[src/rtl/uart_pkg.sv]
// Shared UART definitions: FSM state encoding (common to transmitter and receiver),
// default frame geometry and the idle line level.
package uart_pkg;

  typedef enum logic [1:0] {
    IDLE  = 2'd0,
    START = 2'd1,
    DATA  = 2'd2,
    STOP  = 2'd3
  } uart_state_t;

  localparam int   DEFAULT_OVERSAMPLE = 16;
  localparam int   DEFAULT_DATA_BITS  = 8;
  localparam logic LINE_IDLE          = 1'b1;

endpackage

[src/rtl/uart_sync.sv]
// Two-flop synchroniser for asynchronous UART inputs; both flops reset to RST_VAL
// so an idle line does not look like a start edge when reset is released.
module uart_sync
  import uart_pkg::*;
#(
  parameter logic RST_VAL = LINE_IDLE
) (
  input  logic clk,
  input  logic rst,
  input  logic d,
  output logic q
);

  logic meta;

  always_ff @(posedge clk or posedge rst) begin
    if (rst) begin
      meta <= RST_VAL;
      q    <= RST_VAL;
    end else begin
      meta <= d;
      q    <= meta;
    end
  end

endmodule

[src/rtl/uart_receiver.sv]
// UART receive path: oversampled start detection, mid-bit sampling of MSB-first data,
// stop-bit check, and a registered byte with framing/overrun reporting.
module uart_receiver
  import uart_pkg::*;
#(
  parameter int OVERSAMPLE = DEFAULT_OVERSAMPLE,
  parameter int DATA_BITS  = DEFAULT_DATA_BITS
) (
  input  logic                 clk,
  input  logic                 rst,
  input  logic                 rx_tick,
  input  logic                 rx_enable,
  input  logic                 rx_in,
  input  logic                 rx_ack,
  output logic [DATA_BITS-1:0] RX_BYTE,
  output logic                 RX_VALID,
  output logic                 RX_BUSY,
  output logic                 framing_err,
  output logic                 overrun
);

  localparam int TW = $clog2(OVERSAMPLE);
  localparam int BW = $clog2(DATA_BITS + 1);

  localparam logic [TW-1:0] TICK_MID  = TW'(OVERSAMPLE / 2 - 1);
  localparam logic [TW-1:0] TICK_LAST = TW'(OVERSAMPLE - 1);
  localparam logic [BW-1:0] BIT_LAST  = BW'(DATA_BITS - 1);

  uart_state_t          state, state_next;
  logic [TW-1:0]        tick_cnt, tick_next;
  logic [BW-1:0]        bit_cnt, bit_next;
  logic [DATA_BITS-1:0] shift_reg;
  logic                 line;
  logic                 shift_en;
  logic                 stop_sample;

  uart_sync #(.RST_VAL(LINE_IDLE)) u_sync (
    .clk (clk),
    .rst (rst),
    .d   (rx_in),
    .q   (line)
  );

  always_ff @(posedge clk or posedge rst) begin
    if (rst) begin
      state    <= IDLE;
      tick_cnt <= '0;
      bit_cnt  <= '0;
    end else begin
      state    <= state_next;
      tick_cnt <= tick_next;
      bit_cnt  <= bit_next;
    end
  end

  // START waits half a bit to land on mid start bit; DATA/STOP then step a whole bit.
  always_comb begin
    state_next  = state;
    tick_next   = tick_cnt;
    bit_next    = bit_cnt;
    shift_en    = 1'b0;
    stop_sample = 1'b0;
    case (state)
      IDLE: begin
        if (rx_enable && !line) begin
          tick_next  = '0;
          state_next = START;
        end
      end
      START: begin
        if (rx_tick) begin
          if (tick_cnt == TICK_MID) begin
            if (line) begin
              state_next = IDLE;
            end else begin
              tick_next  = '0;
              bit_next   = '0;
              state_next = DATA;
            end
          end else begin
            tick_next = tick_cnt + 1'b1;
          end
        end
      end
      DATA: begin
        if (rx_tick) begin
          if (tick_cnt == TICK_LAST) begin
            tick_next = '0;
            shift_en  = 1'b1;
            bit_next  = bit_cnt + 1'b1;
            if (bit_cnt == BIT_LAST) state_next = STOP;
          end else begin
            tick_next = tick_cnt + 1'b1;
          end
        end
      end
      STOP: begin
        if (rx_tick) begin
          if (tick_cnt == TICK_LAST) begin
            tick_next   = '0;
            stop_sample = 1'b1;
            state_next  = IDLE;
          end else begin
            tick_next = tick_cnt + 1'b1;
          end
        end
      end
      default: state_next = IDLE;
    endcase
  end

  always_ff @(posedge clk or posedge rst) begin
    if (rst) begin
      shift_reg <= '0;
    end else if (shift_en) begin
      shift_reg <= {shift_reg[DATA_BITS-2:0], line};
    end
  end

  assign RX_BUSY = (state != IDLE);

  // Handshake: RX_VALID high means RX_BYTE holds an unconsumed byte; rx_ack in a cycle
  // where RX_VALID is high consumes it on that edge (ack ignored while RX_VALID is low).
  // A good stop in the same cycle as a consuming ack loads the new byte without overrun.
  always_ff @(posedge clk or posedge rst) begin
    if (rst) begin
      RX_BYTE     <= '0;
      RX_VALID    <= 1'b0;
      framing_err <= 1'b0;
      overrun     <= 1'b0;
    end else begin
      framing_err <= stop_sample && !line;
      if (rx_ack && RX_VALID) begin
        RX_VALID <= 1'b0;
        overrun  <= 1'b0;
      end
      if (stop_sample && line) begin
        if (!RX_VALID || rx_ack) begin
          RX_BYTE  <= shift_reg;
          RX_VALID <= 1'b1;
        end else begin
          overrun <= 1'b1;
        end
      end
    end
  end

endmodule

[config.mk]
export PLATFORM = sky130hd
export DESIGN_NAME = uart_receiver
export DESIGN_NICKNAME = d
export VERILOG_FILES = /design/src/rtl/uart_pkg.sv /design/src/rtl/uart_sync.sv /design/src/rtl/uart_receiver.sv
export SDC_FILE = /design/constraint.sdc
export NUM_CORES = 1
export LEC_CHECK = 0
export CELL_PAD_IN_SITES_DETAIL_PLACEMENT = 1
export CELL_PAD_IN_SITES_GLOBAL_PLACEMENT = 1
export CORE_ASPECT_RATIO = 0.75
export CORE_UTILIZATION = 40
export CTS_CLUSTER_DIAMETER = 120
export CTS_CLUSTER_SIZE = 14
export DETAILED_ROUTE_END_ITERATION = 10
export PLACE_DENSITY_LB_ADDON = 0.1
export SYNTH_ARGS = -nofsm -noshare
export SYNTH_HDL_FRONTEND = slang
export SYNTH_SLANG_ARGS = --single-unit
[constraint.sdc]
create_clock -name clk -period 4.7 [get_ports clk]
set_clock_uncertainty 0.1 [all_clocks]
set_input_delay 0.47 -clock clk [delete_from_list [all_inputs] [get_ports clk]]
set_output_delay 0.47 -clock clk [all_outputs]
set_load 0.01 [all_outputs]
==> impl_summary.md <==
Clock network
The buffer depth of the longest clock path is 2. The number of CTS-inserted buffers is 5. The clock edge transition at the registers on the reported setup and hold paths is 0.07 ns. For the worst-skew pair, the clock arrives at the later sink with an insertion delay of 0.27 ns.

Post-CTS timing repair inserted 0 buffers for setup. The H-tree generated during clock tree synthesis spans 2 levels. Hold repair after CTS inserted 0 buffers. The clock root buffer is clkbuf_8. CTS saw 31 sinks.

The number of gates resized after cts is 0. The TritonCTS clock tree is built.

Floorplanning
The cell row count is 18. The starting utilization of the core area is 42.4%. The total core area is ~3300 sq um.

The die span in y is about 53 um. The horizontal die dimension is roughly 71 um. The area enclosed by the die boundary is 3780 sq um. In this run the count of I/O pins placed on the die edge is 18.

Route
The number of detailed-route iterations in the first pass is 7. The post-route DRC violation count is 2. The number of design-rule violations left by the first detailed-router iteration is 48.

The wire length after detailed routing is 2.93 mm. Detailed routing inserted a total of 925 vias. The routed wire length per instance is approximately 17 um.

In this run the remaining antenna-violating nets after routing total 0. The average via count per standard cell is 5.41.

Critical path
For the worst setup path, the data arrival time is about 1.6 ns. The startpoint class of the critical path is a flop. The worst setup path is captured at a primary output. The maximum fanout along the worst path is 14. Data on the critical path is required at its endpoint by 4.13 ns. The path type of the worst setup path is flop to primary output.

The cell count of the worst reg-to-reg path is 5.

Timing
Counting I/O delays and the setup requirement, the final critical path takes 2.20 ns. Setup repair after global routing left no endpoint under its margin. The count of pins over their slew limit is 0. The fraction of the cycle the final worst path needs is between 40% and 50%. Measured against its own limit, the worst slew margin works out to 69.1%. Setup violations remaining at the end of the flow were counted as 0. The actual transition at the worst max-transition pin is 0.463 ns. The number of hold violations in the final report is 0. The maximum achievable frequency is 454 MHz. The final setup TNS is 0 ns.

Power and ir drop
The power density over the cells is 441 nW/um^2. The internal power consumption is between 500 and 600 uW. The relative contribution of combinational cells to total power is 17.4%. The share of power burned in registers is 47.5%. The static power due to leakage is 0.000769 uW.

Overall power consumption after layout is estimated at 764 uW. Summed over all nets, the switching power comes to roughly 220 uW. Net switching is 29.1% of the power. The worst voltage drop across the vdd grid is around 210 uV. The clock network is responsible for 35.1% of the overall power.

Yosys
The count of warnings emitted by yosys is 0. In the synthesized netlist the async set-or-reset flop fraction comes to 100%. The netlist area before placement is 1410 sq um. The total nets after synthesis is 116. The per-instance average area after synthesis is around 13 sq um. The portion of the post-synthesis area used by sequential elements is 55.0%. In this run, distinct cell masters in the synthesized netlist total 40. The synthesized design contains 31 register bits. The synthesized instance count is between 100 and 150. The number of enable flip-flop cells after synthesis is 0. The most used flip-flop cell after synthesis is dfrtp_1.

Layout
At the end of the flow the core is filled with cells to between 50% and 60%. The net count of the finished layout is 138. The most common library cell in the layout ignoring fill and taps is dfrtp_1.

Excluding fillers, the count of instances in the completed layout stands at 171. Cells with a size suffix above 1 make up 28.2% of the layout. The top cell types in the final layout, fill and taps aside, are dfrtp_1 (29), mux2_2 (18), clkdlybuf4s50_1 (17). Relative to the synthesized area, the layout overhead comes to 22.6%.

The number of antenna diodes in the final layout is 0.

GRT
The maximum number of pins on one net before global-route repair is 32. After global routing, the most crowded layer is met2. For this run, global-route usage on met1 was measured as 23.6%.

The met3 layer usage reported by global route is 6.10%. The met2 capacity usage during global routing is 27.0%. The number of global-route vias before repair is 910. The total track usage is 17.6%. The number of antenna violations at the first check in global routing came to 0. The wire length of the first global-routing pass is 4.82 mm. The total grt overflow is 0.

Outcome
The final reports fail on DRC. The run finished, with violations left.

Placement
The estimated wirelength of the detail-placed design is 1.92 mm. Input and output buffers added on the ports amount to 17. The number of instances in the placed design is 163. The routability congestion estimate from global placement is 0.700.

Run
The max-capacitance violation count is 0.

Min path
The type of the worst min-delay path is flop to flop. The cell count of the worst hold path is 0.
metrics by stage:
step	setup WS (ns)	instance area (sq um)	hold WS [ns]
2_1_floorplan	2.91	1410	0.245
3_3_place_gp	2.48	1620	0.250
3_5_place_dp	2.44	1620	0.251
4_1_cts	2.48	1730	0.263
5_1_grt	2.42	1730	0.269
6_report	2.50	1730	0.260
metal layers:
layer  vias to the layer above  share of wire, %  wire, um
met5                         -                 0         0
met4                         0              0.34        10
met3                         2               3.6       104
met2                        14                46      1340
met1                       467                50      1470
li1                        442                 -         -
logic make-up after synthesis:
group / after synthesis / synth area share [%]
flops: 31 / 55.0
simple gates: 28 / 14.0
compound gates: 19 / 10.1
mux: 18 / 14.3
buf+inv: 7 / 2.92
xor+xnor: 3 / 1.86
fa+ha+maj: 2 / 1.77
final cells by class:
class	instances	area, sq um
fill	349	1600
sequential	31	778
multi-input combinational	70	594
timing repair buffer	18	178
clock buffer	6	82.6
tap	40	50.0
clock inverter	2	35.0
inverter	4	15.0
path summary, 6_finish.rpt:
path / startpoint / to / slack (ns)
worst min register to register: u_sync.meta / u_sync.q / 0.26
worst max register to register: tick_cnt[0] / RX_BYTE[2] / 2.73
min in group asynchronous: rst / RX_BYTE[4] / 0.48
worst min-delay path: u_sync.meta / u_sync.q / 0.26
worst max-delay path: state[0] / RX_BUSY / 2.50
max in group asynchronous: rst / u_sync.q / 3.70
power groups by stage:
| stage | registers [uW] | clock network (uW) | logic, uW |
|---|---|---|---|
| floorplan | 329 | 0 | 140 |
| global placement | 364 | 0 | 129 |
| detailed placement | 367 | 0 | 135 |
| CTS | 363 | 274 | 136 |
| global route | 370 | 288 | 150 |
| finish | 363 | 268 | 133 |
worst max-delay path, stage by stage, from the launching register on:
cell	delay (ns)
dfrtp_1	0.54
or2_2	0.34
clkdlybuf4s50_1	0.48
synthesized netlist by cell type (all sizes together), types with 2 or more instances:
cell type,number,area share [%]
a21oi,4,2.2
a22o,2,1.2
and4,2,1.3
buf,2,1.6
dfrtp,29,51
dfstp,2,3.7
ha,2,1.8
inv,4,1.1
mux2,18,14
nand2,3,0.97
nand3,4,1.4
nand4b,2,1.2
nor2,7,2.0
o21ai,5,1.8
xor2,2,1.2
No activity file was read; power rests on OpenSTA's default activity.
